===== src/rtl/dmem_arbiter_if.sv =====
// rtl/dmem_arbiter_if.sv - master, arbiter and data-memory signal bundle for dmem_arbiter
`timescale 1ns/1ps
interface dmem_arbiter_if;
    logic        m0_req;
    logic        m0_we;
    logic [31:0] m0_addr;
    logic [31:0] m0_wdata;
    logic        m0_ack;
    logic [31:0] m0_rdata;
    logic        m0_err;

    logic        m1_req;
    logic        m1_we;
    logic [31:0] m1_addr;
    logic [31:0] m1_wdata;
    logic        m1_ack;
    logic [31:0] m1_rdata;
    logic        m1_err;

    logic        CS;
    logic        DM_R;
    logic        DM_W;
    logic [31:0] addr;
    logic [31:0] data_w;
    logic [31:0] data_r;

    modport slave (
        input  m0_req, m0_we, m0_addr, m0_wdata,
        output m0_ack, m0_rdata, m0_err,
        input  m1_req, m1_we, m1_addr, m1_wdata,
        output m1_ack, m1_rdata, m1_err,
        output CS, DM_R, DM_W, addr, data_w,
        input  data_r
    );

    modport master (
        output m0_req, m0_we, m0_addr, m0_wdata,
        input  m0_ack, m0_rdata, m0_err,
        output m1_req, m1_we, m1_addr, m1_wdata,
        input  m1_ack, m1_rdata, m1_err,
        input  CS, DM_R, DM_W, addr, data_w,
        output data_r
    );
endinterface


===== src/rtl/dmem_arbiter.sv =====
// rtl/dmem_arbiter.sv - round-robin two-master sequencer for the single-port data memory
// Optional address bounds check enabled by defining DMEM_ARB_BOUNDS_EN.
`timescale 1ns/1ps
module dmem_arbiter #(
    parameter int MEM_WORDS = 1024
) (
    input  logic           inclk,
    input  logic           rst_n,
    dmem_arbiter_if.slave  bus
);

`ifdef DMEM_ARB_BOUNDS_EN
    localparam bit BoundsEn = 1'b1;
`else
    localparam bit BoundsEn = 1'b0;
`endif

    typedef enum logic [1:0] {IDLE, ACCESS, DONE} state_t;

    state_t      state_q, state_d;
    logic        owner_q, owner_d;
    logic        last_q, last_d;
    logic        we_q, we_d;
    logic        rej_q, rej_d;
    logic [31:0] addr_q, addr_d;
    logic [31:0] wdata_q, wdata_d;
    logic [31:0] rdata0_q, rdata0_d;
    logic [31:0] rdata1_q, rdata1_d;

    logic        grant;
    logic        win;
    logic        sel_we;
    logic [31:0] sel_addr;
    logic [31:0] sel_wdata;
    logic        sel_rej;
    logic        cs;
    logic [31:0] cap;

    // In DONE only the port that was not just served may chain straight into ACCESS.
    always_comb begin
        grant = 1'b0;
        win   = 1'b0;
        case (state_q)
            IDLE: begin
                if (bus.m0_req && bus.m1_req) begin
                    grant = 1'b1;
                    win   = ~last_q;
                end else if (bus.m0_req) begin
                    grant = 1'b1;
                    win   = 1'b0;
                end else if (bus.m1_req) begin
                    grant = 1'b1;
                    win   = 1'b1;
                end
            end
            DONE: begin
                if (owner_q ? bus.m0_req : bus.m1_req) begin
                    grant = 1'b1;
                    win   = ~owner_q;
                end
            end
            default: ;
        endcase
    end

    assign sel_we    = win ? bus.m1_we    : bus.m0_we;
    assign sel_addr  = win ? bus.m1_addr  : bus.m0_addr;
    assign sel_wdata = win ? bus.m1_wdata : bus.m0_wdata;
    assign sel_rej   = BoundsEn && ({2'b00, sel_addr[31:2]} >= 32'(MEM_WORDS));

    assign cs  = (state_q == ACCESS) && !rej_q;
    assign cap = (we_q || rej_q) ? 32'h0 : bus.data_r;

    always_comb begin
        state_d  = state_q;
        owner_d  = owner_q;
        last_d   = last_q;
        we_d     = we_q;
        rej_d    = rej_q;
        addr_d   = addr_q;
        wdata_d  = wdata_q;
        rdata0_d = rdata0_q;
        rdata1_d = rdata1_q;
        case (state_q)
            IDLE, DONE: begin
                if (grant) begin
                    state_d = ACCESS;
                    owner_d = win;
                    last_d  = win;
                    we_d    = sel_we;
                    rej_d   = sel_rej;
                    addr_d  = sel_addr;
                    wdata_d = sel_wdata;
                end else begin
                    state_d = IDLE;
                end
            end
            ACCESS: begin
                state_d = DONE;
                if (owner_q) rdata1_d = cap;
                else         rdata0_d = cap;
            end
            default: state_d = IDLE;
        endcase
    end

    always_ff @(posedge inclk or negedge rst_n) begin
        if (!rst_n) begin
            state_q  <= IDLE;
            owner_q  <= 1'b1;
            last_q   <= 1'b1;
            we_q     <= 1'b0;
            rej_q    <= 1'b0;
            addr_q   <= 32'h0;
            wdata_q  <= 32'h0;
            rdata0_q <= 32'h0;
            rdata1_q <= 32'h0;
        end else begin
            state_q  <= state_d;
            owner_q  <= owner_d;
            last_q   <= last_d;
            we_q     <= we_d;
            rej_q    <= rej_d;
            addr_q   <= addr_d;
            wdata_q  <= wdata_d;
            rdata0_q <= rdata0_d;
            rdata1_q <= rdata1_d;
        end
    end

    assign bus.CS     = cs;
    assign bus.DM_R   = cs && !we_q;
    assign bus.DM_W   = cs && we_q;
    assign bus.addr   = addr_q;
    assign bus.data_w = wdata_q;

    assign bus.m0_ack   = (state_q == DONE) && !owner_q;
    assign bus.m1_ack   = (state_q == DONE) && owner_q;
    assign bus.m0_err   = bus.m0_ack && rej_q;
    assign bus.m1_err   = bus.m1_ack && rej_q;
    assign bus.m0_rdata = rdata0_q;
    assign bus.m1_rdata = rdata1_q;

endmodule


===== src/flat_wrapper.sv =====
// flat-port wrapper written by rule: the top's interface ports become plain ports
module dmem_arbiter_flat 
#(
    parameter int MEM_WORDS = 1024
)
  (inclk, rst_n, bus_m0_req, bus_m0_we, bus_m0_addr, bus_m0_wdata, bus_m0_ack, bus_m0_rdata, bus_m0_err, bus_m1_req, bus_m1_we, bus_m1_addr, bus_m1_wdata, bus_m1_ack, bus_m1_rdata, bus_m1_err, bus_CS, bus_DM_R, bus_DM_W, bus_addr, bus_data_w, bus_data_r);
  dmem_arbiter_if bus_i ();
  input  logic inclk;
  input  logic rst_n;
  input wire logic [$bits(bus_i.m0_req)-1:0] bus_m0_req;
  input wire logic [$bits(bus_i.m0_we)-1:0] bus_m0_we;
  input wire logic [$bits(bus_i.m0_addr)-1:0] bus_m0_addr;
  input wire logic [$bits(bus_i.m0_wdata)-1:0] bus_m0_wdata;
  output wire logic [$bits(bus_i.m0_ack)-1:0] bus_m0_ack;
  output wire logic [$bits(bus_i.m0_rdata)-1:0] bus_m0_rdata;
  output wire logic [$bits(bus_i.m0_err)-1:0] bus_m0_err;
  input wire logic [$bits(bus_i.m1_req)-1:0] bus_m1_req;
  input wire logic [$bits(bus_i.m1_we)-1:0] bus_m1_we;
  input wire logic [$bits(bus_i.m1_addr)-1:0] bus_m1_addr;
  input wire logic [$bits(bus_i.m1_wdata)-1:0] bus_m1_wdata;
  output wire logic [$bits(bus_i.m1_ack)-1:0] bus_m1_ack;
  output wire logic [$bits(bus_i.m1_rdata)-1:0] bus_m1_rdata;
  output wire logic [$bits(bus_i.m1_err)-1:0] bus_m1_err;
  output wire logic [$bits(bus_i.CS)-1:0] bus_CS;
  output wire logic [$bits(bus_i.DM_R)-1:0] bus_DM_R;
  output wire logic [$bits(bus_i.DM_W)-1:0] bus_DM_W;
  output wire logic [$bits(bus_i.addr)-1:0] bus_addr;
  output wire logic [$bits(bus_i.data_w)-1:0] bus_data_w;
  input wire logic [$bits(bus_i.data_r)-1:0] bus_data_r;
  assign bus_i.m0_req = bus_m0_req;
  assign bus_i.m0_we = bus_m0_we;
  assign bus_i.m0_addr = bus_m0_addr;
  assign bus_i.m0_wdata = bus_m0_wdata;
  assign bus_m0_ack = bus_i.m0_ack;
  assign bus_m0_rdata = bus_i.m0_rdata;
  assign bus_m0_err = bus_i.m0_err;
  assign bus_i.m1_req = bus_m1_req;
  assign bus_i.m1_we = bus_m1_we;
  assign bus_i.m1_addr = bus_m1_addr;
  assign bus_i.m1_wdata = bus_m1_wdata;
  assign bus_m1_ack = bus_i.m1_ack;
  assign bus_m1_rdata = bus_i.m1_rdata;
  assign bus_m1_err = bus_i.m1_err;
  assign bus_CS = bus_i.CS;
  assign bus_DM_R = bus_i.DM_R;
  assign bus_DM_W = bus_i.DM_W;
  assign bus_addr = bus_i.addr;
  assign bus_data_w = bus_i.data_w;
  assign bus_i.data_r = bus_data_r;
  dmem_arbiter #(.MEM_WORDS(MEM_WORDS)) u_core (.inclk(inclk), .rst_n(rst_n), .bus(bus_i));
endmodule

===== config.mk =====
export PLATFORM = sky130hd
export DESIGN_NAME = dmem_arbiter_flat
export DESIGN_NICKNAME = d
export VERILOG_FILES = /design/src/rtl/dmem_arbiter_if.sv /design/src/rtl/dmem_arbiter.sv /design/src/flat_wrapper.sv
export SDC_FILE = /design/constraint.sdc
export NUM_CORES = 1
export LEC_CHECK = 0
export ABC_AREA = 1
export CAP_MARGIN = 25
export CORE_MARGIN = 3
export CORE_UTILIZATION = 38
export DETAILED_ROUTE_END_ITERATION = 10
export PLACE_DENSITY = 0.89
export SYNTH_ARGS = -nofsm -noshare
export SYNTH_HDL_FRONTEND = slang
export SYNTH_SLANG_ARGS = --single-unit

===== constraint.sdc =====
create_clock -name inclk -period 1.6 [get_ports inclk]
set_clock_uncertainty 0.2 [all_clocks]
set_input_delay 0.32 -clock inclk [delete_from_list [all_inputs] [get_ports inclk]]
set_output_delay 0.32 -clock inclk [all_outputs]
set_load 0.05 [all_outputs]

==> qor.yml <==
status: "complete, but fails checks"
violations: "setup timing"
tritoncts: "yes"
root_buffer: "clkbuf_16"
die_area_um2: 19300
multi_input_area_um2: 3545
drcViolationCount: 0
drive_gt1_share_pct: 36.38
reg2reg_depth: 11
drtIter0Drc: 712
rows: 47
critical_path_class: "flip-flop to flip-flop"
final_antenna_net_count: 0
clkSinkCount: 132
dp_cells: 1431
die_w_um: 138.9
finalCriticalPeriod_ns: 2.065
syn_to_final_growth_pct: 118.0
clkTransAtPathRegs_ns: 0.08
grt_overflow: 0
whs_ns: 0.07864
rsz0062_at_grt: "yes"
antenna_found_initial: 0
n_fill_cell: 691
place_hpwl_mm: 17.95
antenna_cells: 0
synth_top_area_share_pct: 48.82
seqCellArea_um2: 3308
vias: 8774
cts_buffers: 17
netlist_area_um2: 6715
floorplan.initialDensity_pct: 39.65
crit_slowest_cell: "dfstp_2"
worstPathCellList: "buf_12, buf_6, nand2_4, nand3_4, buf_8, buf_12, nand2_8, buf_16, nand2_4, nand3_2, nand2_2"
min_path_type: "primary input to async pin"
maxCapViolCount: 0
critPathArrivalTime_ns: 2.23
yosys.area.top_type: "dfrtp_1"
ys_seq_elements: 132
setup_viol: 137
synthTopCellsByArea: "dfrtp_1 49%, nand2_1 18%, nand3_1 9.7%"
tns_ns: -38.60
final_common_cell: "nand2_1"
final_util_pct: 86.42
cpPeakStageDelay_ns: 0.56
final_cells: 1531
ys_seq_area_share_pct: 49.21
insertion_delay_ns: 0.43
core_area_um2: 16940
leakage_nw: 7.545
avgRoutedWirePerCell_um: 25.88
syn_area_per_cell_um2: 7.197
finalPower_mw: 37.93
finalWirelength_mm: 39.62
cts_max_level: 4
ir_drop_uv: 1720
cp_top_family: "buffers and inverters"
fmax_ghz: 0.4843
critPathBufInv: 5
clockBufferDepth: 2
synth_cell_type_count: 18
ios: 301
grt_max_degree: 61
post-route-period-util_pct: 129.1
reg2reg_from: "u_core.owner_q$_DFFE_PN1P_"
nets: 1464
routed_via_density: 5.731
gp_congestion: 0.8672
die_h_um: 138.9
syn_inst: 933
grtUsageTotal_pct: 32.39
crit_cells: 11
required_ns: 1.76
mostFrequentLayoutCells: "242 x nand2_1, 165 x inv_1, 163 x clkdlybuf4s50_1"
drv_slew: 0
grt_pass1_vias: 8696
critPathLaunchType: "flip-flop"
grt_pass1_wl_mm: 49.05
setup_ws_ns: -0.4650
dr.pass1.iters: 5
hold_violations: 0
portBuffers: 298
crit_path_max_fanout: 7
cp-end-kind: "flip-flop"
powerDensity_nw_per_um2: 2591
yosys_warnings: 0
startpoint: "u_core.owner_q$_DFFE_PN1P_"
==> cells in the mapped netlist <==
master / number
inv_2: 1
o21ai_0: 55
nand3_2: 1
nand2_2: 1
o21bai_1: 1
conb_1: 1
nand2_1: 330
nand3_1: 130
clkbuf_1: 17
nor2_1: 41
o21ai_1: 10
buf_4: 6
dfstp_2: 1
buf_6: 12
dfrtp_1: 131
buf_2: 26
inv_4: 1
inv_1: 168
==> state kept, by name, indices dropped and copies added (netlist names) <==
name,flops
u_core.state_q,2
u_core.bus.m0_rdata,32
u_core.owner_q,1
u_core.we_q,1
u_core.bus.addr,32
u_core.bus.data_w,32
u_core.bus.m1_rdata,32
==> worst register-to-register path, stage by stage (launching register included) <==
cell and delay (ns):
dfstp_2 0.56, buf_12 0.13, buf_6 0.10, nand2_4 0.06, nand3_4 0.13, buf_8 0.14
buf_12 0.11, nand2_8 0.10, buf_16 0.20, nand2_4 0.06, nand3_2 0.07, nand2_2 0.13
==> per-layer routing <==
metal  GRT usage (%)  share of wire, %  vias to the layer above
met4           19.67               9.4                        0
met2           55.74                48                      729
met1           34.91                32                     4214
met5               0                 0                        -
met3           9.931                10                      284
li1                -                 -                     3547
==> report_power, final <==
part,internal (mW),switching (mW)
sequential,4.95,2.00
combinational,12.4,14.5
clock,2.45,1.70
total,19.8,18.2
==> stage by stage <==
stage	area (um2)	worst slack, ns
after floorplan	6790	-0.01973
after global placement	11370	-0.6387
after detailed placement	11370	-0.7028
after CTS	13270	-0.4204
after global routing	14640	-0.5128
final	14640	-0.4650
==> kinds of logic after synthesis <==
group	after synthesis	synth area share, %
AND/OR/NAND/NOR	503	30.67
AO/OA/AOI/OAI	66	4.956
other	1	0.05584
flip-flops	132	49.21
buffers and inverters	231	15.11
==> final timing paths <==
kind                                                            end  slack (ns)
worst max-delay path                u_core.bus.addr[11]$_DFFE_PN0P_       -0.47
worst min-delay path             u_core.bus.m1_rdata[2]$_DFFE_PN0P_        0.08
worst max register to register      u_core.bus.addr[11]$_DFFE_PN0P_       -0.47
worst min register to register     u_core.bus.data_w[5]$_DFFE_PN0P_        0.34
max in group asynchronous       u_core.bus.m1_rdata[10]$_DFFE_PN0P_        0.54
min in group inclk              u_core.bus.m0_rdata[19]$_DFFE_PN0P_        0.32
==> final cells by class <==
cell class / count / share of cell area (%)
Inverter: 170 / 4.556
Timing Repair Buffer: 405 / 42.57
Clock inverter: 12 / 0.9831
Clock buffer: 20 / 3.189
Sequential cell: 132 / 22.60
Multi-Input combinational cell: 572 / 24.22
Tap cell: 220 / 1.881
==> timing repair <==
action,CTS,global route
endpoints found under the hold margin,131,0
cloned,26,13
gates resized for setup,123,268
hold buffers,1,0
pin swaps,22,101
buffers inserted,18,16
endpoints found under the setup margin,134,137
Note: power is estimated with default switching activity, not from simulation.
